### config.mk
export PLATFORM = sky130hd
export DESIGN_NAME = sd_init_seq
export DESIGN_NICKNAME = d
export VERILOG_FILES = /design/src/rtl/sd_init_pkg.sv /design/src/rtl/sd_cmd_rom.sv /design/src/rtl/sd_init_seq.sv
export SDC_FILE = /design/constraint.sdc
export NUM_CORES = 1
export LEC_CHECK = 0
export ABC_AREA = 1
export ABC_CLOCK_PERIOD_IN_PS = 5100
export CAP_MARGIN = 20
export CORE_MARGIN = 2
export CORE_UTILIZATION = 35
export DETAILED_ROUTE_END_ITERATION = 8
export PLACE_DENSITY = 0.67
export SKIP_CTS_REPAIR_TIMING = 1
export SLEW_MARGIN = 20
export SYNTH_ARGS = -nofsm -noshare
export SYNTH_HDL_FRONTEND = slang
export SYNTH_HIERARCHICAL = 1
export SYNTH_SLANG_ARGS = --single-unit
export TNS_END_PERCENT = 30
### constraint.sdc
create_clock -name clk -period 5.1 [get_ports clk]
set_clock_uncertainty 0.15 [all_clocks]
set_input_delay 1.02 -clock clk [delete_from_list [all_inputs] [get_ports clk]]
set_output_delay 1.02 -clock clk [all_outputs]
set_load 0.02 [all_outputs]
### src/rtl/sd_init_pkg.sv
// -----------------------------------------------------------------------------
// sd_init_pkg
// Shared definitions for the SD card initialization sequencer:
//   - state_t  : top-level sequencer states
//   - phase_t  : sub-phase of every command state (issue / wait / check)
//   - command index constants for the commands used during init
//   - fixed command arguments for CMD8 and ACMD41
//   - error codes reported on errcode when the sequence ends in FAIL
// -----------------------------------------------------------------------------
package sd_init_pkg;

    typedef enum logic [3:0] {
        ST_IDLE   = 4'd0,
        ST_PWRUP  = 4'd1,
        ST_CMD0   = 4'd2,
        ST_CMD8   = 4'd3,
        ST_CMD55  = 4'd4,
        ST_ACMD41 = 4'd5,
        ST_CMD2   = 4'd6,
        ST_CMD3   = 4'd7,
        ST_DONE   = 4'd8,
        ST_FAIL   = 4'd9
    } state_t;

    typedef enum logic [1:0] {
        PH_ISSUE = 2'd0,
        PH_WAIT  = 2'd1,
        PH_CHECK = 2'd2
    } phase_t;

    // Command indices
    localparam logic [5:0] CMD_IDX_GO_IDLE    = 6'd0;
    localparam logic [5:0] CMD_IDX_SEND_IF    = 6'd8;
    localparam logic [5:0] CMD_IDX_APP_CMD    = 6'd55;
    localparam logic [5:0] CMD_IDX_SD_OP_COND = 6'd41;
    localparam logic [5:0] CMD_IDX_ALL_CID    = 6'd2;
    localparam logic [5:0] CMD_IDX_SEND_RCA   = 6'd3;

    // CMD8: 2.7-3.6V supply range, check pattern 0xAA
    localparam logic [31:0] CMD8_ARG   = 32'h0000_01AA;
    // ACMD41: HCS=1, full voltage window
    localparam logic [31:0] ACMD41_ARG = 32'h40FF_8000;

    // Error codes (0 means no error)
    localparam logic [2:0] ERR_NONE       = 3'd0;
    localparam logic [2:0] ERR_CMD8_RSP   = 3'd1;
    localparam logic [2:0] ERR_CMD8_VRNG  = 3'd2;
    localparam logic [2:0] ERR_CMD8_LAST  = 3'd3;
    localparam logic [2:0] ERR_CMD55_RSP  = 3'd4;
    localparam logic [2:0] ERR_ACMD41_TO  = 3'd5;
    localparam logic [2:0] ERR_CMD2_RSP   = 3'd6;
    localparam logic [2:0] ERR_CMD3_RSP   = 3'd7;

    // True for the states that run an issue/wait/check exchange
    function automatic logic is_cmd_state(input state_t s);
        case (s)
            ST_CMD0, ST_CMD8, ST_CMD55, ST_ACMD41, ST_CMD2, ST_CMD3: is_cmd_state = 1'b1;
            default:                                                  is_cmd_state = 1'b0;
        endcase
    endfunction

endpackage

### src/rtl/sd_cmd_rom.sv
// -----------------------------------------------------------------------------
// sd_cmd_rom
// Combinational lookup from sequencer state to the command descriptor that the
// transceiver needs. Non-command states return an all-zero descriptor.
// Ports:
//   state_i   : sequencer state
//   idx_o     : 6-bit command index
//   arg_o     : 32-bit command argument
//   rsplong_o : command expects a 136-bit response
//   rspnone_o : command expects no response
// -----------------------------------------------------------------------------
module sd_cmd_rom
    import sd_init_pkg::*;
(
    input  state_t      state_i,
    output logic [5:0]  idx_o,
    output logic [31:0] arg_o,
    output logic        rsplong_o,
    output logic        rspnone_o
);

    always_comb begin
        idx_o     = 6'd0;
        arg_o     = 32'd0;
        rsplong_o = 1'b0;
        rspnone_o = 1'b0;
        case (state_i)
            ST_CMD0: begin
                idx_o     = CMD_IDX_GO_IDLE;
                rspnone_o = 1'b1;
            end
            ST_CMD8: begin
                idx_o = CMD_IDX_SEND_IF;
                arg_o = CMD8_ARG;
            end
            ST_CMD55: begin
                idx_o = CMD_IDX_APP_CMD;
            end
            ST_ACMD41: begin
                idx_o = CMD_IDX_SD_OP_COND;
                arg_o = ACMD41_ARG;
            end
            ST_CMD2: begin
                idx_o     = CMD_IDX_ALL_CID;
                rsplong_o = 1'b1;
            end
            ST_CMD3: begin
                idx_o = CMD_IDX_SEND_RCA;
            end
            default: begin
                idx_o     = 6'd0;
                arg_o     = 32'd0;
                rsplong_o = 1'b0;
                rspnone_o = 1'b0;
            end
        endcase
    end

endmodule

### src/rtl/sd_init_seq.sv
// -----------------------------------------------------------------------------
// sd_init_seq
// SD card initialization sequencer: power-up wait, CMD0, CMD8 (with bounded
// retry), CMD55/ACMD41 poll loop, CMD2, CMD3. Every command runs a
// one-cycle ISSUE, a WAIT until the transceiver reports completion, and a
// one-cycle CHECK that decides the next step. All outputs are registered.
// Parameters:
//   MAXRETRY      : CMD8 reissues allowed after a response error
// Ports:
//   clk, reset    : clock, asynchronous active-high reset
//   start         : one-cycle request to begin (only honoured in IDLE)
//   pwuptmrstop, vrngeapply, lasterr, sdinitlzd, mstotout : status inputs
//   tcvcptdone    : transceiver exchange finished
//   rsperr        : response timeout/CRC error, valid with tcvcptdone
//   pwruptmren, crdvtgrngewe, lasterrwe, sdcapstwe, acmd41fstwe,
//   mstotmren, pubrcast : register-enable outputs
//   cmdstart      : one-cycle command issue pulse
//   cmdidx/cmdarg/rsplong/rspnone : command descriptor, held per command
//   busy, done, fail, errcode     : sequencer status
// -----------------------------------------------------------------------------
module sd_init_seq
    import sd_init_pkg::*;
#(
    parameter int MAXRETRY = 3
) (
    input  logic        clk,
    input  logic        reset,
    input  logic        start,
    input  logic        pwuptmrstop,
    input  logic        vrngeapply,
    input  logic        lasterr,
    input  logic        sdinitlzd,
    input  logic        mstotout,
    input  logic        tcvcptdone,
    input  logic        rsperr,
    output logic        pwruptmren,
    output logic        crdvtgrngewe,
    output logic        lasterrwe,
    output logic        sdcapstwe,
    output logic        acmd41fstwe,
    output logic        mstotmren,
    output logic        pubrcast,
    output logic        cmdstart,
    output logic [5:0]  cmdidx,
    output logic [31:0] cmdarg,
    output logic        rsplong,
    output logic        rspnone,
    output logic        busy,
    output logic        done,
    output logic        fail,
    output logic [2:0]  errcode
);

    // A zero MAXRETRY still needs a 1-bit counter to be legal
    localparam int RW = (MAXRETRY > 0) ? $clog2(MAXRETRY + 1) : 1;
    localparam logic [RW-1:0] RMAX = RW'(MAXRETRY);

    state_t        state_q, state_d;
    phase_t        phase_q, phase_d;
    logic [RW-1:0] retry_q, retry_d;
    logic [2:0]    errcode_q, errcode_d;
    logic          rsperr_q, rsperr_d;
    logic          first_q;
    logic          enter_acmd41_check;

    logic          pwruptmren_q, crdvtgrngewe_q, lasterrwe_q, sdcapstwe_q;
    logic          acmd41fstwe_q, mstotmren_q, pubrcast_q, cmdstart_q;
    logic [5:0]    cmdidx_q;
    logic [31:0]   cmdarg_q;
    logic          rsplong_q, rspnone_q, busy_q, done_q, fail_q;

    logic [5:0]    rom_idx;
    logic [31:0]   rom_arg;
    logic          rom_long, rom_none;

    // The descriptor is looked up for the next state so that the registered
    // outputs line up with the state register.
    sd_cmd_rom u_rom (
        .state_i   (state_d),
        .idx_o     (rom_idx),
        .arg_o     (rom_arg),
        .rsplong_o (rom_long),
        .rspnone_o (rom_none)
    );

    assign enter_acmd41_check = (state_q == ST_ACMD41) && (phase_q == PH_WAIT) && tcvcptdone;

    // Next-state logic
    always_comb begin
        state_d   = state_q;
        phase_d   = phase_q;
        retry_d   = retry_q;
        errcode_d = errcode_q;
        rsperr_d  = rsperr_q;
        case (state_q)
            ST_IDLE: begin
                if (start) begin
                    state_d = ST_PWRUP;
                    phase_d = PH_ISSUE;
                end
            end
            ST_PWRUP: begin
                if (pwuptmrstop) begin
                    state_d = ST_CMD0;
                    phase_d = PH_ISSUE;
                end
            end
            ST_CMD0, ST_CMD8, ST_CMD55, ST_ACMD41, ST_CMD2, ST_CMD3: begin
                case (phase_q)
                    PH_ISSUE: phase_d = PH_WAIT;
                    PH_WAIT: begin
                        // rsperr is only meaningful alongside tcvcptdone, so
                        // capture it for the CHECK cycle.
                        if (tcvcptdone) begin
                            phase_d  = PH_CHECK;
                            rsperr_d = rsperr;
                        end
                    end
                    default: begin
                        phase_d = PH_ISSUE;
                        case (state_q)
                            ST_CMD0: begin
                                state_d = ST_CMD8;
                                retry_d = '0;
                            end
                            ST_CMD8: begin
                                if (rsperr_q) begin
                                    if (retry_q < RMAX) begin
                                        retry_d = retry_q + RW'(1);
                                    end else begin
                                        state_d   = ST_FAIL;
                                        errcode_d = ERR_CMD8_RSP;
                                    end
                                end else if (!vrngeapply) begin
                                    state_d   = ST_FAIL;
                                    errcode_d = ERR_CMD8_VRNG;
                                end else if (lasterr) begin
                                    state_d   = ST_FAIL;
                                    errcode_d = ERR_CMD8_LAST;
                                end else begin
                                    state_d = ST_CMD55;
                                end
                            end
                            ST_CMD55: begin
                                if (rsperr_q) begin
                                    state_d   = ST_FAIL;
                                    errcode_d = ERR_CMD55_RSP;
                                end else begin
                                    state_d = ST_ACMD41;
                                end
                            end
                            ST_ACMD41: begin
                                if (sdinitlzd) begin
                                    state_d = ST_CMD2;
                                end else if (mstotout) begin
                                    state_d   = ST_FAIL;
                                    errcode_d = ERR_ACMD41_TO;
                                end else begin
                                    state_d = ST_CMD55;
                                end
                            end
                            ST_CMD2: begin
                                if (rsperr_q) begin
                                    state_d   = ST_FAIL;
                                    errcode_d = ERR_CMD2_RSP;
                                end else begin
                                    state_d = ST_CMD3;
                                end
                            end
                            ST_CMD3: begin
                                if (rsperr_q) begin
                                    state_d   = ST_FAIL;
                                    errcode_d = ERR_CMD3_RSP;
                                end else begin
                                    state_d = ST_DONE;
                                end
                            end
                            default: begin
                                state_d = ST_IDLE;
                            end
                        endcase
                    end
                endcase
            end
            ST_DONE, ST_FAIL: begin
                // Terminal until reset
                state_d = state_q;
            end
            default: begin
                state_d = ST_IDLE;
                phase_d = PH_ISSUE;
            end
        endcase
    end

    // State and registered outputs
    always_ff @(posedge clk or posedge reset) begin
        if (reset) begin
            state_q        <= ST_IDLE;
            phase_q        <= PH_ISSUE;
            retry_q        <= '0;
            errcode_q      <= ERR_NONE;
            rsperr_q       <= 1'b0;
            first_q        <= 1'b1;
            pwruptmren_q   <= 1'b0;
            crdvtgrngewe_q <= 1'b0;
            lasterrwe_q    <= 1'b0;
            sdcapstwe_q    <= 1'b0;
            acmd41fstwe_q  <= 1'b0;
            mstotmren_q    <= 1'b0;
            pubrcast_q     <= 1'b0;
            cmdstart_q     <= 1'b0;
            cmdidx_q       <= 6'd0;
            cmdarg_q       <= 32'd0;
            rsplong_q      <= 1'b0;
            rspnone_q      <= 1'b0;
            busy_q         <= 1'b0;
            done_q         <= 1'b0;
            fail_q         <= 1'b0;
        end else begin
            state_q        <= state_d;
            phase_q        <= phase_d;
            retry_q        <= retry_d;
            errcode_q      <= errcode_d;
            rsperr_q       <= rsperr_d;
            // acmd41fstwe fires only on the first ACMD41 CHECK since reset
            if (enter_acmd41_check) begin
                first_q <= 1'b0;
            end
            acmd41fstwe_q  <= enter_acmd41_check && first_q;
            pwruptmren_q   <= (state_d == ST_PWRUP);
            crdvtgrngewe_q <= (state_d == ST_CMD8)   && (phase_d == PH_WAIT);
            lasterrwe_q    <= (state_d == ST_CMD8)   && (phase_d == PH_WAIT);
            sdcapstwe_q    <= (state_d == ST_ACMD41) && (phase_d == PH_WAIT);
            mstotmren_q    <= (state_d == ST_ACMD41) && (phase_d == PH_WAIT);
            pubrcast_q     <= (state_d == ST_CMD3)   && (phase_d == PH_WAIT);
            cmdstart_q     <= is_cmd_state(state_d)  && (phase_d == PH_ISSUE);
            cmdidx_q       <= rom_idx;
            cmdarg_q       <= rom_arg;
            rsplong_q      <= rom_long;
            rspnone_q      <= rom_none;
            busy_q         <= !((state_d == ST_IDLE) || (state_d == ST_DONE) || (state_d == ST_FAIL));
            done_q         <= (state_d == ST_DONE);
            fail_q         <= (state_d == ST_FAIL);
        end
    end

    assign pwruptmren   = pwruptmren_q;
    assign crdvtgrngewe = crdvtgrngewe_q;
    assign lasterrwe    = lasterrwe_q;
    assign sdcapstwe    = sdcapstwe_q;
    assign acmd41fstwe  = acmd41fstwe_q;
    assign mstotmren    = mstotmren_q;
    assign pubrcast     = pubrcast_q;
    assign cmdstart     = cmdstart_q;
    assign cmdidx       = cmdidx_q;
    assign cmdarg       = cmdarg_q;
    assign rsplong      = rsplong_q;
    assign rspnone      = rspnone_q;
    assign busy         = busy_q;
    assign done         = done_q;
    assign fail         = fail_q;
    assign errcode      = errcode_q;

endmodule

==> out/results.tsv <==
metric	value	unit
status	completed	
clock period minus worst slack	2.51	ns
Critical Path Start	vrngeapply	
drt first-iter violations	99	
r2r setup slk	2.95	ns
final wirelength	4.86	mm
Setup TNS	0	ns
met3 WL post-DR	392	um
Synth Flop Type	dfrtp_1	
share of layout cells above drive strength 1	0.113	
Hold Violations, Final	0	
Pre-Repair DR Iteration Count	4	
drt wl/cell	11.4	um
Final Cycle Share	0.491	
fin. max-slew vios	0	
Max Cap Viol	0	
Final setup viols	0	
Layout Nets	332	
worst hold start	first_q	
ANT nets after route	0	
die footprint	0.00813	mm^2
Synth top area share	0.587	
largest cells by area after synthesis	dfrtp_1, buf_4, nand2_1, inv_1, nor2_1	
CTS Buf Count	9	
dpl hpwl	3.46	mm
Most Frequent Cell on Critical Path	inv_1	
Synth Area per Inst	9.77	um^2
RR Startpoint	state_q[1]	
io pins	64	
initial antenna violation count	0	
CTS sink cnt	62	
Peak VDD IR	0.153	mV
RSZ-0062 raised after global routing	no	
H-tree levels	3	
Met1 Routed Length	2.17	mm
Post-Syn Instances	266	
Post-synth ARST share	1.00	
Filler cells	718	
Remaining Overflow, GRT	0	
max layer used	met4	
Rel. slew slack	0.441	
Worst EP required	5.18	ns
GRT Util Overall	0.134	
crit-path cells	clkdlybuf4s50_1 > inv_1 > nor2_1 > nand2_1 > inv_1 > nand2_1 > nand3_1 > nand2_1 > inv_1 > inv_1 > nor2_1 > nand2_1 > inv_1	
dpl ws	2.24	ns
total core area	0.00721	mm^2
worst slew pin tran	0.837	ns
Antenna Cells	0	
Post-synth EDFFs	0	
worst setup slack after layout	2.59	ns
end-of-flow core utilization	0.460	
area grow syn2layout	27.6	%
Reg2Reg Capture Point	cmdarg[30]	
clk slew on worst S/H paths	0.08	ns
Clk Latency, worst-skew pair	0.34	ns
sequential-to-total area share from yosys stat	0.597	
Min-Delay Path Depth	2	
WP buf/inv	6	
Cell Rows	31	
CTS tree	done	
Initial Util	0.360	
CP top delay family	buffers and inverters	
clk root buf	clkbuf_8	
first-pass GRT wire length	8.60	mm
Min Hold Slack	0.313	ns
CP startpoint kind	input pin	
largest net degree at the start of global routing	43	
HP Class	flip-flop to flip-flop	
Crit Path Max Fanout	10	
Hold EP	first_q	
Vert. Die Dim	90.2	um
vias in the first global route	1863	
leakage power	1.65	nW
post-synthesis register bit count	62	
Slowest cell on crit path	clkdlybuf4s50_1	
crit-path max cell delay	0.47	ns
CP arrival	2.59	ns
clock buffer depth	2	
Final GP Congestion	0.834	
Crit. End Element	flip-flop	
Max Clock Freq	399	MHz
synth unique cells	27	
Synth area leader	dfrtp_1	
met2 WL	2.25	mm
via count	1753	
Die W	90.2	um
Vias/cell	4.12	
Port-buffer cells	63	
Cell Area, Synth	0.00260	mm^2
Worst Reg-to-Reg Cells	11	
Power Dens Cells	442	mW/mm^2
DRC Markers	0	
total power draw	0.00147	W
YS warnings	6	
CP Class	input pin to flip-flop	
## power breakdown
group	internal [W]	switching (W)
sequential	0.000562	0.0000517
combinational	0.000179	0.000298
clock	0.000176	0.000199
## through the flow
step / cell area [um^2] / std cells
after global routing: 3320 / 425
after floorplan: 2660 / 282
after global placement: 3140 / 409
final: 3320 / 425
after detailed placement: 3140 / 409
after CTS: 3320 / 425
## Yosys cell counts, types with 2 or more instances
cell and instances:
buf_4 34, o21ai_0 6, nand3_1 16, nand4_1 3, o21ai_1 4, a21oi_1 7, buf_6 2, nor2_4 2
nand3_2 2, inv_1 31, nand2_2 4, nor2_1 27, dfrtp_1 61, nand2_1 49, nor2_2 6
## metal layers
| layer | vias up | global-route usage |
|---|---|---|
| met1 | 821 | 0.161 |
| li1 | 883 | - |
| met4 | 0 | 0.0564 |
| met3 | 4 | 0.0671 |
| met5 | - | 0 |
| met2 | 45 | 0.203 |
## worst register-to-register path, delay by kind of cell (launching register included)
family,cells,cell delay (ns)
buffers and inverters,4,0.52
DFF,1,0.52
and+or+nand+nor,7,0.86
## cells in the final DEF (no fill, tap or decap), drive strengths merged
master         synthesis  layout
clkbuf                 0       9
o21ai                 11      11
buf                   36       1
dfrtp                 61      61
or2                    1       1
clkdlybuf4s50          0      63
o21a                   1       1
nand4                  3       3
conb                   1      17
nand2                 53      53
nor3                   1       1
clkinv                 1       6
nor2                  35      35
o21bai                 1       1
clkinvlp               0       1
ha                     1       1
inv                   32      33
o32ai                  1       1
a21oi                  8       8
dfstp                  1       1
nand3                 18      18
## layout make-up
cell class | count | area, um^2 | share of cell area
clock inverter | 7 | 48.8 | 0.0147
timing repair buffer | 64 | 638 | 0.192
multi-input combinational | 151 | 703 | 0.212
inverter | 33 | 125 | 0.0377
sequential | 62 | 1550 | 0.468
tap | 99 | 124 | 0.0374
clock buffer | 9 | 124 | 0.0374
## kinds of logic after synthesis
family	synth area share
other	0.00144
AND/OR/NAND/NOR	0.193
adder cells (fa/ha/maj)	0.00481
buffers and inverters	0.155
flip-flops	0.597
AO/OA/AOI/OAI	0.0486
## worst max path at each step
| stage | end | depth (start not counted) |
|---|---|---|
| global route | cmdarg[30] | 13 |
| floorplan | acmd41fstwe | 1 |
| finish | cmdarg[30] | 13 |
| CTS | cmdarg[15] | 13 |
| global placement | cmdarg[23] | 13 |
| detailed placement | cmdarg[17] | 13 |
## registers in the layout (all words and copies together), names as in the netlist, 2 cells and up
signal	count
retry_q	2
state_q	4
cmdarg	32
errcode	3
cmdidx	6
phase_q	2
Power figures use the tool's default switching activity.
